### src/rtl/uart_tx_arbiter.sv
// rtl/uart_tx_arbiter.sv - round-robin arbiter sharing one UART transmitter between byte-stream requesters
module uart_tx_arbiter #(
    parameter int N_REQ     = 4,
    parameter int BURST_MAX = 16,
    localparam int GW       = (N_REQ > 1) ? $clog2(N_REQ) : 1
) (
    input  logic                 clk,
    input  logic                 rst_n,
    input  logic [N_REQ-1:0]     req_valid,
    input  logic [8*N_REQ-1:0]   req_data,
    input  logic [N_REQ-1:0]     req_last,
    output logic [N_REQ-1:0]     req_ready,
    output logic [7:0]           tx_data,
    output logic                 tx_empty,
    input  logic                 tx_rd_en,
    input  logic                 tx_frame_done,
    output logic [GW-1:0]        grant_id,
    output logic                 busy
);

    typedef enum logic [1:0] {
        IDLE      = 2'd0,
        LOAD      = 2'd1,
        WAIT_POP  = 2'd2,
        WAIT_DONE = 2'd3
    } state_t;

    localparam logic [GW:0] N_REQ_W   = (GW+1)'(N_REQ);
    localparam logic [GW-1:0] LAST_ID = GW'(N_REQ - 1);
    localparam logic [7:0] BURST_LAST = 8'(BURST_MAX - 1);

    state_t          state;
    logic [GW-1:0]   ptr;
    logic [7:0]      burst_cnt;
    logic            last_flag;

    logic [2*N_REQ-1:0] rotated;
    logic [GW-1:0]      pick_off;
    logic [GW:0]        pick_sum;
    logic [GW-1:0]      pick_idx;
    logic               pick_found;
    logic [GW-1:0]      next_ptr;
    logic [7:0]         sel_data;

    // Rotate the request vector so that bit 0 is the round-robin pointer position.
    assign rotated = {req_valid, req_valid} >> ptr;

    // Lowest set bit of the rotated vector is the first requester at or after the pointer.
    always_comb begin
        pick_off   = '0;
        pick_found = |req_valid;
        for (int i = N_REQ - 1; i >= 0; i--) begin
            if (rotated[i]) begin
                pick_off = GW'(i);
            end
        end
        pick_sum = {1'b0, ptr} + {1'b0, pick_off};
        pick_idx = (pick_sum >= N_REQ_W) ? GW'(pick_sum - N_REQ_W) : pick_sum[GW-1:0];
    end

    assign next_ptr = (grant_id == LAST_ID) ? '0 : grant_id + 1'b1;
    assign sel_data = req_data[{grant_id, 3'b000} +: 8];

    // Only the grantee sees ready, and only while a byte may be staged.
    always_comb begin
        req_ready = '0;
        if (state == LOAD) begin
            req_ready[grant_id] = req_valid[grant_id];
        end
    end

    // Grant/staging state machine with registered transmitter-side outputs.
    always_ff @(posedge clk) begin
        if (!rst_n) begin
            state     <= IDLE;
            ptr       <= '0;
            burst_cnt <= '0;
            last_flag <= 1'b0;
            grant_id  <= '0;
            busy      <= 1'b0;
            tx_data   <= '0;
            tx_empty  <= 1'b1;
        end else begin
            case (state)
                IDLE: begin
                    if (pick_found) begin
                        grant_id  <= pick_idx;
                        burst_cnt <= '0;
                        busy      <= 1'b1;
                        state     <= LOAD;
                    end
                end
                LOAD: begin
                    if (req_valid[grant_id]) begin
                        tx_data   <= sel_data;
                        tx_empty  <= 1'b0;
                        burst_cnt <= burst_cnt + 8'd1;
                        last_flag <= req_last[grant_id] || (burst_cnt == BURST_LAST);
                        state     <= WAIT_POP;
                    end else begin
                        // A stalled grantee gives up the line rather than blocking others.
                        ptr   <= next_ptr;
                        busy  <= 1'b0;
                        state <= IDLE;
                    end
                end
                WAIT_POP: begin
                    if (tx_rd_en) begin
                        tx_empty <= 1'b1;
                        state    <= WAIT_DONE;
                    end
                end
                WAIT_DONE: begin
                    if (tx_frame_done) begin
                        if (last_flag) begin
                            ptr   <= next_ptr;
                            busy  <= 1'b0;
                            state <= IDLE;
                        end else begin
                            state <= LOAD;
                        end
                    end
                end
                default: state <= IDLE;
            endcase
        end
    end

endmodule

### config.mk
export PLATFORM = sky130hd
export DESIGN_NAME = uart_tx_arbiter
export DESIGN_NICKNAME = d
export VERILOG_FILES = /design/src/rtl/uart_tx_arbiter.sv
export SDC_FILE = /design/constraint.sdc
export NUM_CORES = 1
export LEC_CHECK = 0
export CORE_AREA = 8 8 72 74
export DETAILED_ROUTE_END_ITERATION = 7
export DIE_AREA = 0 0 80 82
export GPL_TIMING_DRIVEN = 0
export PLACE_DENSITY = 0.73
export SYNTH_ARGS = -nofsm -noshare
export SYNTH_HDL_FRONTEND = slang
export SYNTH_SLANG_ARGS = --single-unit
### constraint.sdc
create_clock -name clk -period 5 [get_ports clk]
set_input_delay 0.75 -clock clk [delete_from_list [all_inputs] [get_ports clk]]
set_output_delay 0.75 -clock clk [all_outputs]
set_load 0.01 [all_outputs]
After elaboration in Yosys (flattened, before gate mapping) --
Cells that the tools add are included.
Storage, ports and cells: flip-flop bits (word level) 25, latch bits 0, bits in writable memories 0, memory bits (read-only) 0, input bits 44, output and inout bits 16, logic and storage cells 78, memories 0
Operators by class: add/subtract/negate cells 4, multiply operators 0, div/mod/pow operators 0, $lt $le $gt $ge 3, eq/ne operators 11, shift-type cells 2, mux-type cells 34, bitwise logic cells 1, reductions and logical operators 15
Operators with widths (count):
- 32-bit by 6-bit indexed part select with 8-bit output | 1
- 2-bit two-way mux | 13
- 8-bit two-way mux | 2
- 8-bit case mux with 2 select lines | 1
- 1-bit two-way mux | 10
- 2-bit inequality test (second input constant) | 5
- 3-bit AND reduction | 3
- 8-bit by 1-bit adder with 8-bit output (second input constant) | 1
- 8-bit by 4-bit == test with 1-bit output (second input constant) | 1
- 2-bit case mux with 4 select lines | 1
- 8-bit by 2-bit right shift with 4-bit output | 1
- 2-bit == test (second input constant) | 3
- 2-bit nonzero test | 3
- 5-bit AND reduction | 1
- 4-bit AND | 1
- 1-bit binary-select mux with 2-bit select | 2
- 4-bit two-way mux | 1
- 2-bit case mux with 2 select lines | 1
- 2-bit AND reduction | 2
- 4-bit AND reduction | 1
- 4-bit OR reduction | 1
- 2-bit by 2-bit adder with 3-bit output | 1
- 3-bit >= comparator (second input constant) | 1
- 2-bit by 3-bit less-than comparator with 1-bit output (second input constant) | 1
- 12 further kinds | 12

Logic depth before layout (Yosys ltp) --
Gate-level depths: netlist of run 1.
depth in word-level cells 8, depth in mapped cells 10, gate-level depth less buffers 9

Least setup slack after synthesis of run 1 --
Ideal clock, no wire load.
path type input to output, start input req_valid[2], end output req_ready[0], arrival 1.681 ns, required time 4.250 ns, slack 2.569 ns, stages on the path 3, buffers on the path 1, cell sequence buf_2 mux4_2 and3_1
On the way: cells in the longest elaborated chain, start to end 4
Ends and longest elaborated chain:
- start, declared | RTL line 9 | input logic [N_REQ-1:0] req_valid,
- 1-bit binary-select mux with 2-bit select | RTL line 68 | req_ready[grant_id] = req_valid[grant_id];
- 1-bit two-way mux (not written as such) | RTL line 68
- 4-bit AND (no source line)
- 4-bit two-way mux | RTL line 67 | if (state == LOAD) begin
- end, declared | RTL line 12 | output logic [N_REQ-1:0] req_ready,
No other way between the ends. The select of a mux whose other input is x is not followed.

Worst setup path in the final report of run 1 --
start input req_valid[3], end output req_ready[1]
Same word-level chain as after synthesis.

==> run metrics, run 1 <==
Synth Instances=172; DR vias/cell=5.29; fin. max-slew vios=0; grt met1 use=0.158; Worst Tran Pin Value=0.602 ns; Crit. End Element=output port; Crit path required time=4.25 ns; Crit path top cell by count=clkdlybuf4s50_1; placed cells=281; Fin Clk Skew=0.00487 ns; Final Hold Vio Count=0; Pleak=0.842 nW; CP startpoint kind=primary input; crit path DAT=2.65 ns; Synth area leaders=dfxtp_1 (31%), mux4_2 (8.5%), mux4_1 (6.6%), nand2_1 (6.6%), a21boi_1 (5.2%); critical path type=primary input to output port; Chip Height=82 µm; Routed WL=4300 µm; most common cell in the netlist=nand2_1; Seq cells post-synth=25; gr ovfl total=0; Synth async-reset ratio=0; CTS Buf Count=3; slowest library cell on the worst path=mux4_2; htree depth=1; vias post-DR=1508; met2 Resource Use GR=0.247; std cell rows=24; Final nets=284; met3 Use GR=0.0416; average size of a mapped cell=9.27 µm²; DIE WIDTH=80 µm; Synth Warn #=0; I/O Buffers=57; postcts setup bufs=0; most frequent cells after synthesis=nand2_1 (28), dfxtp_1 (25), a21boi_1 (11), nor2_1 (11); setup TNS=0 ns; net count after synthesis=222; final setup violation count=0; TritonCTS clock tree=done; Clock Power Share=0.190; internal power=425 µW; DR WL/cell=15.1 µm; Cell Count, Final, Fillers Out=285; Hold Path Class=flop to flop; CP peak stage delay=0.64 ns; io pins=60; Yosys top cell area share=0.314; Initial Util=0.385; grt peak-use layer=met2; cell accounting for the most synthesized area=dfxtp_1; first-pass GRT wire length=7250 µm; CP cell instances=clkdlybuf4s50_1 -> mux4_2 -> and3_1 -> clkdlybuf4s50_1; share of layout cells above drive strength 1=0.0858; drt drc=0; routability cong.=0.778; min cycle time layout=3.40 ns; Tot GR Track Use=0.139; EDFF count, synth=0; clock insertion delay at the later pin of the skew report=0.27 ns; sw frac=0.326; Reg power frac=0.389; largest net degree at the start of global routing=14; Peak supply drop=164 µV; Core Box Area=4140 µm²; Root Buffer=clkbuf_8; Seq/Total Area, Yosys=0.314; Pwr per Cell Area=277 nW/µm²; Main synth FF type=dfxtp_1; initial antenna violation count=0; DR iter-0 viols=56; vias in the first global route=1491; post-cts hold buffer count=0; clk slew on worst S/H paths=0.09 ns; DR pass1 iterations=4; DP Wirelength=3370 µm; Clock Path Buffers=2; Mapped Area=1590 µm²; CTS Sinks=25; Gates resized, CTS repair=0; worst-path fanout max=8; NetSw=206 µW; MaxCap Viol Count=0; post-route ant nets=0; status=finished clean; combinational fraction of design power=0.420; Layout area overhead=42.7%; worst rel slew slack=0.598; fmax=294 MHz; RSZ-0062 raised after global routing=false; die area=6560 µm²; period utilization=0.680; Distinct cells, synth=47; n_diodes=0
## logic make-up (layout without fill, tap and decap cells)
kind of cell / after synthesis / after routing / synth area share
flip-flops: 25 / 25 / 0.314
XOR/XNOR: 5 / 5 / 0.0275
buffers and inverters: 14 / 75 / 0.0487
adder cells (fa/ha/maj): 6 / 6 / 0.0471
AO/OA/AOI/OAI: 35 / 35 / 0.155
AND/OR/NAND/NOR: 76 / 76 / 0.251
multiplexers: 11 / 11 / 0.157
## area by class of cell
type                       count  area (µm²)
buffer                        11        66.3
clock buffer                   4        45.0
fill                         403        1870
inverter                       3        11.3
multi-input combinational    133        1020
sequential                    25         500
tap                           52        65.1
timing repair buffer          57         571
## flip-flops by register name (all words and copies together) (netlist names), named ones only
register and cells:
ptr 2, busy 1, tx_data 8, last_flag 1, grant_id 2, tx_empty 1, state 1, burst_cnt 8
## worst paths after layout
kind	start	endpoint	slack, ns	cells after the start
max	req_valid[3]	req_ready[1]	1.60	4
min	tx_data[6]	tx_data[6]	0.46	2
max reg2reg	grant_id[0]	tx_data[4]	3.07	4
min reg2reg	tx_data[6]	tx_data[6]	0.46	2
## placed cells by master, fill, tap and decap left out, types with 3 or more instances in the layout
cell / count
buf_2: 4
clkbuf_1: 4
clkdlybuf4s50_1: 57
xor2_1: 4
dfxtp_1: 25
nand2_1: 28
o21ai_1: 3
mux4_1: 4
a21oi_1: 6
and3_1: 4
ha_1: 6
or3_1: 3
nor2_1: 11
mux4_2: 6
o21ai_0: 5
nand3_1: 6
a21boi_1: 11
clkbuf_8: 3
nand4_1: 5
inv_1: 3
## power groups by stage
stage	logic (mW)	clock network, mW	registers (mW)
finish	0.265	0.120	0.246
global route	0.294	0.132	0.250
CTS	0.267	0.123	0.246
detailed placement	0.266	0	0.251
global placement	0.261	0	0.250
floorplan	0.158	0	0.254
## routing by layer
metal	wire length (µm)	share of wire
met1	1770	0.41
met2	2240	0.52
met3	246	0.057
met4	38	0.0088
met5	0	0
## critical path: cells and delay by family
family / cells / cell delay [ns]
and+or+nand+nor: 1 / 0.24
buffers and inverters: 2 / 1.02
muxes: 1 / 0.64
## stage by stage
step | power, mW | util | hold slack, ns | area (µm²) | setup WS [ns]
final | 0.631 | 0.549 | 0.458 | 2270 | 1.60
after global routing | 0.677 | 0.549 | 0.482 | 2270 | 1.53
after CTS | 0.636 | 0.549 | 0.463 | 2270 | 1.61
after detailed placement | 0.517 | 0.538 | 0.451 | 2230 | 1.62
after global placement | 0.512 | 0.538 | 0.441 | 2230 | 1.63
after floorplan | 0.411 | - | 0.467 | 1590 | 2.57
Power figures use the tool's default switching activity.
==> run 2, diff against run 1 <==
CORE_AREA = 8 8 73 75   (was 8 8 72 74)
DIE_AREA = 0 0 81 83   (was 0 0 80 82)
PLACE_DENSITY = 0.74   (was 0.73)
clock period = 3.1 ns   (was 5 ns; I/O delays follow)
==> run metrics, run 2 (synthesis gave the netlist of run 1 again) <==
status=finished clean (unchanged); pre-CTS setup slack=0.287 ns (was 1.62 ns); routability cong.=0.785 (was 0.778); period utilization=0.917; Core Box Area=4200 µm² (was 4140 µm²); Hold Path Class=flop to flop (unchanged); Root Buffer=clkbuf_8 (unchanged); io pins=60 (unchanged); Initial Util=0.379 (was 0.385); fin. max-slew vios=0 (unchanged); Worst Tran Pin Value=0.593 ns (was 0.602 ns); DR iter-0 viols=100 (was 56); Pwr per Cell Area=452 nW/µm² (was 277 nW/µm²); min cycle time layout=2.84 ns; postcts setup bufs=0 (unchanged); most frequent cells in the layout=clkdlybuf4s50_1 (57), nand2_1 (28), dfxtp_1 (25) (unchanged); worst rel slew slack=0.604 (was 0.598); Tot GR Track Use=0.132 (was 0.139); CP cell instances=clkdlybuf4s50_1 -> mux4_2 -> and3_1 -> clkdlybuf4s50_1 (unchanged); placed cell area=2230 µm² (unchanged); vias in the first global route=1507 (was 1491); largest net degree at the start of global routing=14 (unchanged); I/O Buffers=57 (unchanged); crit path DAT=2.38 ns (was 2.65 ns); commonest non-fill, non-tap cell in the layout=clkdlybuf4s50_1 (unchanged); share of layout cells above drive strength 1=0.0858 (unchanged); CTS Sinks=25 (unchanged); Crit path top cell by count=clkdlybuf4s50_1 (unchanged); htree depth=1 (unchanged); DR vias/cell=5.28 (was 5.29); CTS Buf Count=3 (unchanged); worst-path fanout max=8 (unchanged); Routed WL=4470 µm (was 4300 µm); die area=6720 µm² (was 6560 µm²); Cell Count, Final, Fillers Out=285 (unchanged); Fin Clk Skew=0.00767 ns (was 0.00487 ns); top flop regs=burst_cnt (8), tx_data (8) (unchanged); Clock Path Buffers=2 (unchanged); first-pass GRT wire length=7140 µm (was 7250 µm); hold_ws=0.459 ns (was 0.458 ns); post-route ant nets=0 (unchanged); drt drc=0 (unchanged); Crit path required time=2.63 ns (was 4.25 ns); Crit. End Element=output port (unchanged); CP startpoint kind=primary input (unchanged); post-cts hold buffer count=0 (unchanged); post-layout util=0.541 (was 0.549); Pleak=0.842 nW (unchanged); CP peak stage delay=0.63 ns (was 0.64 ns); RSZ-0062 raised after global routing=false (unchanged); design area=2270 µm² (unchanged); Chip Height=83 µm (was 82 µm); Final Hold Vio Count=0 (unchanged); n_diodes=0 (unchanged); fmax=352 MHz; final setup violation count=0 (unchanged); Gates resized, CTS repair=0 (unchanged); vias post-DR=1505 (was 1508); setup TNS=0 ns (unchanged); Peak supply drop=198 µV (was 164 µV); gr ovfl total=0 (unchanged); initial antenna violation count=0 (unchanged); DR WL/cell=15.7 µm (was 15.1 µm); Buf/Inv on CP=2 (unchanged); DR pass1 iterations=4 (unchanged); clock insertion delay at the later pin of the skew report=0.28 ns (was 0.27 ns); top cell family by delay on the critical path=buffers and inverters (unchanged); worst setup margin=0.258 ns (was 1.60 ns); placed cells=281 (unchanged); Tot Pwr=1.03 mW (was 631 µW); TritonCTS clock tree=done (unchanged); Layout area overhead=42.7% (unchanged); clk slew on worst S/H paths=0.09 ns (about the same); std cell rows=24 (unchanged); MaxCap Viol Count=0 (unchanged); DIE WIDTH=81 µm (was 80 µm); Final nets=284 (unchanged); slowest library cell on the worst path=mux4_2 (unchanged); critical path type=primary input to output port (unchanged); DP Wirelength=3500 µm (was 3370 µm)
-- run 2: cell counts in the layout (fill, tap and decap cells not counted) --
No cell type changed its count.
-- run 2: layout make-up --
type,instances,area [µm²]
Buffer,11,66.3
Clock buffer,4,45.0
Tap cell,52,65.1
Sequential cell,25,500
Inverter,3,11.3
Multi-Input combinational cell,133,1020
Fill cell,404,1930
Timing Repair Buffer,57,571
-- run 2: final timing paths --
check	cells after the start	to	slack, ns	from
worst max-delay path	4	req_ready[1]	0.26	req_valid[1]
worst min-delay path	2	tx_data[1]	0.46	tx_data[1]
worst max register to register	4	tx_data[4]	1.18	grant_id[0]
worst min register to register	2	tx_data[1]	0.46	tx_data[1]
-- run 2: worst reg2reg max path, stage by stage (launching register included) --
cell	delay [ns]
dfxtp_1	0.52
dlymetal6s2s_1	0.54
mux4_1	0.62
nand2_1	0.08
a21boi_1	0.06
-- run 2: power breakdown --
group	switching, mW	leakage, nW	internal [mW]
Sequential	0.0394	0.204	0.359
Clock	0.110	0.0228	0.0923
Combinational	0.192	0.615	0.234
-- run 2: metal layers --
metal | up-vias | GRT usage | share of wire
li1 | 750 | - | -
met1 | 720 | 0.146 | 0.42
met2 | 31 | 0.233 | 0.52
met3 | 4 | 0.0420 | 0.053
met4 | 0 | 0.0325 | 0.0087
met5 | - | 0 | 0
